### config.mk
export PLATFORM = sky130hd
export DESIGN_NAME = fifo_sample_reader_flat
export DESIGN_NICKNAME = d
export VERILOG_FILES = /design/src/rtl/fifo_sample_reader_if.sv /design/src/rtl/fifo_sample_reader.sv /design/src/flat_wrapper.sv
export SDC_FILE = /design/constraint.sdc
export NUM_CORES = 1
export LEC_CHECK = 0
export CAP_MARGIN = 20
export CORE_AREA = 5 5 75 77
export CTS_CLUSTER_DIAMETER = 150
export DETAILED_ROUTE_END_ITERATION = 6
export DIE_AREA = 0 0 80 82
export PLACE_DENSITY = 0.73
export SYNTH_ARGS = -nofsm -noshare
export SYNTH_HDL_FRONTEND = slang
export SYNTH_SLANG_ARGS = --single-unit
### constraint.sdc
create_clock -name clk_rd_i -period 1.75 [get_ports clk_rd_i]
set_input_delay 0.2625 -clock clk_rd_i [delete_from_list [all_inputs] [get_ports clk_rd_i]]
set_output_delay 0.2625 -clock clk_rd_i [all_outputs]
set_load 0.005 [all_outputs]
### src/rtl/fifo_sample_reader_if.sv
// Read-side FIFO port plus sample stream outputs of the sample reader.
interface fifo_sample_reader_if #(
   parameter int DATA_WIDTH  = 16,
   parameter int UFLOW_CNT_W = 8
);
   logic                   en_i;
   logic                   empty_i;
   logic [DATA_WIDTH-1:0]  data_i;
   logic                   re_o;
   logic [DATA_WIDTH-1:0]  sample_o;
   logic                   sample_valid_o;
   logic                   underflow_o;
   logic [UFLOW_CNT_W-1:0] uflow_count_o;
   logic                   primed_o;

   modport master (
      input  en_i, empty_i, data_i,
      output re_o, sample_o, sample_valid_o, underflow_o, uflow_count_o, primed_o
   );

   modport slave (
      output en_i, empty_i, data_i,
      input  re_o, sample_o, sample_valid_o, underflow_o, uflow_count_o, primed_o
   );
endinterface

### src/rtl/fifo_sample_reader.sv
// Drains the sample FIFO through a one-word prefetch buffer and releases one
// sample every TICK_DIV read-clock cycles, flagging ticks that find no data.
module fifo_sample_reader #(
   parameter int DATA_WIDTH  = 16,
   parameter int TICK_DIV    = 4,
   parameter int UFLOW_CNT_W = 8
) (
   input logic                  clk_rd_i,
   input logic                  rst_i,
   fifo_sample_reader_if.master bus
);
   localparam int TW = (TICK_DIV > 1) ? $clog2(TICK_DIV) : 1;
   localparam logic [TW-1:0] TICK_LAST = TW'(TICK_DIV - 1);

   typedef enum logic [1:0] {IDLE, PRIME, RUN} state_t;

   state_t                 state_q, state_d;
   logic [TW-1:0]          tick_q, tick_d;
   logic [DATA_WIDTH-1:0]  buf_q, buf_d;
   logic                   buf_valid_q, buf_valid_d;
   logic                   inflight_q, inflight_d;
   logic [DATA_WIDTH-1:0]  sample_q, sample_d;
   logic                   sample_valid_q, sample_valid_d;
   logic                   underflow_q, underflow_d;
   logic [UFLOW_CNT_W-1:0] uflow_cnt_q, uflow_cnt_d;

   logic tick, consume, bypass, starve, want_read, re;

   function automatic logic [UFLOW_CNT_W-1:0] sat_inc(input logic [UFLOW_CNT_W-1:0] v);
      return (&v) ? v : v + UFLOW_CNT_W'(1);
   endfunction

   assign tick      = (state_q == RUN) && (tick_q == TICK_LAST);
   assign consume   = tick && buf_valid_q;
   assign bypass    = tick && !buf_valid_q && inflight_q;
   assign starve    = tick && !buf_valid_q && !inflight_q;
   assign want_read = (state_q != IDLE) && !inflight_q && (!buf_valid_q || consume);
   assign re        = want_read && !bus.empty_i;

   always_comb begin
      state_d        = state_q;
      tick_d         = '0;
      buf_d          = buf_q;
      buf_valid_d    = buf_valid_q;
      inflight_d     = re;
      sample_d       = sample_q;
      sample_valid_d = tick;
      underflow_d    = starve;
      uflow_cnt_d    = uflow_cnt_q;

      if (consume)     sample_d = buf_q;
      else if (bypass) sample_d = bus.data_i;
      if (starve)      uflow_cnt_d = sat_inc(uflow_cnt_q);

      // A returning word that was not forwarded straight out lands in the buffer.
      if (inflight_q && !bypass) begin
         buf_d       = bus.data_i;
         buf_valid_d = 1'b1;
      end else if (consume) begin
         buf_valid_d = 1'b0;
      end

      if (state_q == RUN) tick_d = tick ? '0 : tick_q + TW'(1);

      case (state_q)
         IDLE:    if (bus.en_i) state_d = PRIME;
         PRIME:   if (inflight_q) state_d = RUN;
         RUN:     state_d = RUN;
         default: state_d = IDLE;
      endcase

      // Disable flushes the prefetch path; any word already popped is dropped.
      if ((state_q != IDLE) && !bus.en_i) begin
         state_d     = IDLE;
         buf_valid_d = 1'b0;
         inflight_d  = 1'b0;
         tick_d      = '0;
      end
   end

   always_ff @(posedge clk_rd_i) begin
      if (rst_i) begin
         state_q        <= IDLE;
         tick_q         <= '0;
         buf_valid_q    <= 1'b0;
         inflight_q     <= 1'b0;
         sample_q       <= '0;
         sample_valid_q <= 1'b0;
         underflow_q    <= 1'b0;
         uflow_cnt_q    <= '0;
      end else begin
         state_q        <= state_d;
         tick_q         <= tick_d;
         buf_valid_q    <= buf_valid_d;
         inflight_q     <= inflight_d;
         sample_q       <= sample_d;
         sample_valid_q <= sample_valid_d;
         underflow_q    <= underflow_d;
         uflow_cnt_q    <= uflow_cnt_d;
      end
   end

   always_ff @(posedge clk_rd_i) begin
      buf_q <= buf_d;
   end

   assign bus.re_o           = re;
   assign bus.sample_o       = sample_q;
   assign bus.sample_valid_o = sample_valid_q;
   assign bus.underflow_o    = underflow_q;
   assign bus.uflow_count_o  = uflow_cnt_q;
   assign bus.primed_o       = (state_q == RUN);
endmodule
### src/flat_wrapper.sv
// flat-port wrapper written by rule: the top's interface ports become plain ports
module fifo_sample_reader_flat 
#(
   parameter int DATA_WIDTH  = 16,
   parameter int TICK_DIV    = 4,
   parameter int UFLOW_CNT_W = 8
)
  (clk_rd_i, rst_i, bus_en_i, bus_empty_i, bus_data_i, bus_re_o, bus_sample_o, bus_sample_valid_o, bus_underflow_o, bus_uflow_count_o, bus_primed_o);
  fifo_sample_reader_if #(.DATA_WIDTH(DATA_WIDTH), .UFLOW_CNT_W(UFLOW_CNT_W)) bus_i ();
  input logic clk_rd_i;
  input logic rst_i;
  input wire logic [$bits(bus_i.en_i)-1:0] bus_en_i;
  input wire logic [$bits(bus_i.empty_i)-1:0] bus_empty_i;
  input wire logic [$bits(bus_i.data_i)-1:0] bus_data_i;
  output wire logic [$bits(bus_i.re_o)-1:0] bus_re_o;
  output wire logic [$bits(bus_i.sample_o)-1:0] bus_sample_o;
  output wire logic [$bits(bus_i.sample_valid_o)-1:0] bus_sample_valid_o;
  output wire logic [$bits(bus_i.underflow_o)-1:0] bus_underflow_o;
  output wire logic [$bits(bus_i.uflow_count_o)-1:0] bus_uflow_count_o;
  output wire logic [$bits(bus_i.primed_o)-1:0] bus_primed_o;
  assign bus_i.en_i = bus_en_i;
  assign bus_i.empty_i = bus_empty_i;
  assign bus_i.data_i = bus_data_i;
  assign bus_re_o = bus_i.re_o;
  assign bus_sample_o = bus_i.sample_o;
  assign bus_sample_valid_o = bus_i.sample_valid_o;
  assign bus_underflow_o = bus_i.underflow_o;
  assign bus_uflow_count_o = bus_i.uflow_count_o;
  assign bus_primed_o = bus_i.primed_o;
  fifo_sample_reader #(.DATA_WIDTH(DATA_WIDTH), .TICK_DIV(TICK_DIV), .UFLOW_CNT_W(UFLOW_CNT_W)) u_core (.clk_rd_i(clk_rd_i), .rst_i(rst_i), .bus(bus_i));
endmodule
==> results.py <==
metrics = {
    "cells_and_area": {
        "layout_commonest_cell": "nor2_1",
        "final_layout_size_suffix_gt1_frac": 0.1557,
        "stdcell_count": 359,
        "nNetsFinal": 313,
        "final_cell_mix": "nor2_1 (56), clkdlybuf4s50_1 (45), dfxtp_1 (28)",
        "antenna_cells": 0,
        "area_growth_pct": 41.82,
        "finalInstanceArea_sq_um": 2949,
    },
    "sta": {
        "fmax_ghz": 0.5804,
        "rsz0062_at_grt": "yes",
        "period_share": 0.9846,
        "slew_viol_final": 0,
        "tightest_slew_ns": 0.2856,
        "slew-limit-headroom": 0.8093,
        "layout_min_cycle_time_ns": 1.723,
        "setup-tns-final_ns": 0,
        "skew_ns": 0.006635,
        "hold_viol_final": 0,
        "setup_viol": 0,
    },
    "worst_setup_path": {
        "critPathRequiredTime_ns": 1.94,
        "crit_arrival_ns": 1.91,
        "cp_max_fo": 3,
        "slowest_delay_ns": 0.33,
        "start_kind": "register",
        "critPathCaptureType": "register",
        "critPathSlowestCell": "dfxtp_2",
        "crit_family": "simple AND/OR/NAND/NOR gates",
        "crit_type": "register to register",
        "r2r_slack_ns": 0.03,
        "crit_path_cell_trace": "inv_2 > ha_4 > buf_6 > and4bb_2 > nand3_4 > a311oi_2 > mux2_4",
        "cp_num_buf_inv": 2,
    },
    "place": {
        "io_buffers": 47,
        "hpwl_um": 3258,
        "gp_congestion": 0.7695,
        "place_area_sq_um": 2730,
        "placed_cells": 348,
    },
    "worst_hold_path": {
        "hold_path.class": "register to register",
    },
    "synth": {
        "syn-num-nets": 250,
        "syn_area_per_cell_sq_um": 9.242,
        "seq_area_frac_synth": 0.5391,
        "syn-cell-area_sq_um": 2079,
        "yosysWarnings": 0,
        "ys_types": 39,
        "ys_seq_elements": 48,
        "syn_inst": 225,
    },
    "global_routing": {
        "grt_max_degree": 32,
        "grt_pass1_vias": 1568,
        "grt_first_pass_wirelength_um": 7486,
        "grt_overflow": 0,
        "grtUsageTotal": 0.1480,
        "antenna_found_initial": 0,
    },
    "routing": {
        "drc": 0,
        "detail-route-antenna-nets": 0,
        "drtIter0Drc": 71,
        "num_vias": 1740,
        "wirelength_um": 4725,
        "dr.pass1.iters": 4,
        "vias_per_cell": 4.847,
        "wl_per_cell_um": 13.16,
    },
    "clock_network": {
        "cts_buffers": 5,
        "htree_num_levels": 2,
        "cts_sinks": 48,
        "clk_latency_ns": 0.30,
        "clockBufferDepth": 2,
        "clkTransAtPathRegs_ns": 0.08,
        "cts_tree": "yes",
        "cts_root_buf": "clkbuf_8",
    },
    "run": {
        "max_cap_viol_count": 0,
    },
    "die": {
        "pin_count": 48,
        "core_sq_um": 4945,
        "row_count": 26,
        "chipWidth_um": 80,
        "dieArea_sq_um": 6560,
        "initial_core_util": 0.4205,
        "die_h_um": 82,
    },
    "pwr": {
        "leakagePower_nw": 1.046,
        "ir_drop_mv": 0.4645,
        "power_density_nw_per_um2": 786.7,
    },
    "run_status": {
        "status": "completed",
    },
}
[synth_stat cells, drive strengths merged]
cell      n  area, sq um
o21a      2        15.01
xor2      1        8.760
clkbuf   11        42.54
nor2b    18        112.6
edfxtp   16        480.5
a2111oi   1        8.760
nand3     4        25.02
o31ai     1        7.510
a21oi    22        110.1
a31oi     2        12.51
nor4      1        6.260
ha        5        62.56
nor4b     1        8.760
or3       1        6.260
mux2i     1        10.01
nor3b     2        15.01
a41oi     1        8.760
and3      1        6.260
a311oi    1        15.01
o21bai    1        7.510
nor3     18        90.09
o21ai     4        20.02
nand2     4        15.01
buf       2        8.750
nand2b    1        6.260
and4bb    1        12.51
nor2     56        210.2
dfxtp    32        640.6
inv       4        15.01
a211oi    3        22.52
mux2      1        11.26
nand4     3        33.78
and4      2        17.52
and2      1        6.260
[worst paths after layout]
kind                                        start                          end  cells past startpoint
worst max-delay path            u_core.state_q[0]  u_core.bus.uflow_count_o[4]                      7
worst min-delay path             u_core.tick_q[0]             u_core.tick_q[0]                      1
worst max register to register  u_core.state_q[0]  u_core.bus.uflow_count_o[4]                      7
worst min register to register   u_core.tick_q[0]             u_core.tick_q[0]                      1
[cell type report]
class                      instances  area, sq um
fill                             440         1996
sequential                        48         1129
multi-input combinational        160        952.2
timing repair buffer              69        633.1
tap                               70        87.58
clock buffer                       6        72.57
clock inverter                     2        60.06
inverter                           4        15.01
[stage by stage]
| step | util | worst slack [ns] | hold slack (ns) | power (mW) |
|---|---|---|---|---|
| after global routing | 0.5964 | -0.03971 | 0.4516 | 2.420 |
| after floorplan | - | 0.03652 | 0.3614 | 1.289 |
| after CTS | 0.5835 | 0.01335 | 0.4383 | 2.335 |
| after detailed placement | 0.5521 | -0.2149 | 0.4257 | 1.396 |
| final | 0.5964 | 0.02693 | 0.4404 | 2.320 |
| after global placement | 0.5521 | -0.1863 | 0.4073 | 1.392 |
[metal layers]
layer / routed length, um / track usage / vias to the layer above
met2: 2317 / 0.2525 / 30
met4: 115 / 0.07095 / 0
met5: 0 / 0 / -
li1: - / - / 906
met3: 173 / 0.02741 / 9
met1: 2119 / 0.1801 / 795
[power by group]
part	switching [mW]	internal, mW	total (mW)
logic	0.0966	0.109	0.206
registers	0.0108	1.17	1.18
clock network	0.364	0.571	0.935
[state kept, by name, summed over array words and instances, names as in the netlist]
register,cells
u_core.buf_valid_q,1
u_core.inflight_q,1
u_core.buf_q,16
u_core.tick_q,2
u_core.bus.uflow_count_o,8
u_core.bus.sample_valid_o,1
u_core.bus.underflow_o,1
u_core.state_q,2
u_core.bus.sample_o,16
[cell families after synthesis]
family | count (synthesis) | synth area share
XOR/XNOR | 1 | 0.004213
flip-flops | 48 | 0.5391
buffers and inverters | 17 | 0.03188
AO/OA/AOI/OAI | 38 | 0.1095
adder cells (fa/ha/maj) | 5 | 0.03008
multiplexers | 2 | 0.01023
AND/OR/NAND/NOR | 114 | 0.2750
[worst register-to-register path: stages, from the launching register on]
cell	delay, ns
dfxtp_2	0.33
inv_2	0.08
ha_4	0.13
buf_6	0.09
and4bb_2	0.29
nand3_4	0.10
a311oi_2	0.28
mux2_4	0.32
[repair_timing]
| action | in CTS | in global routing |
|---|---|---|
| endpoints found under the hold margin | 0 | 0 |
| setup endpoints to repair | 4 | 4 |
| pin swaps | 3 | 4 |
| gates resized for setup | 10 | 12 |
| hold buffers | 0 | 0 |
| setup buffers | 1 | 2 |
(Power assumes the default switching activity.)
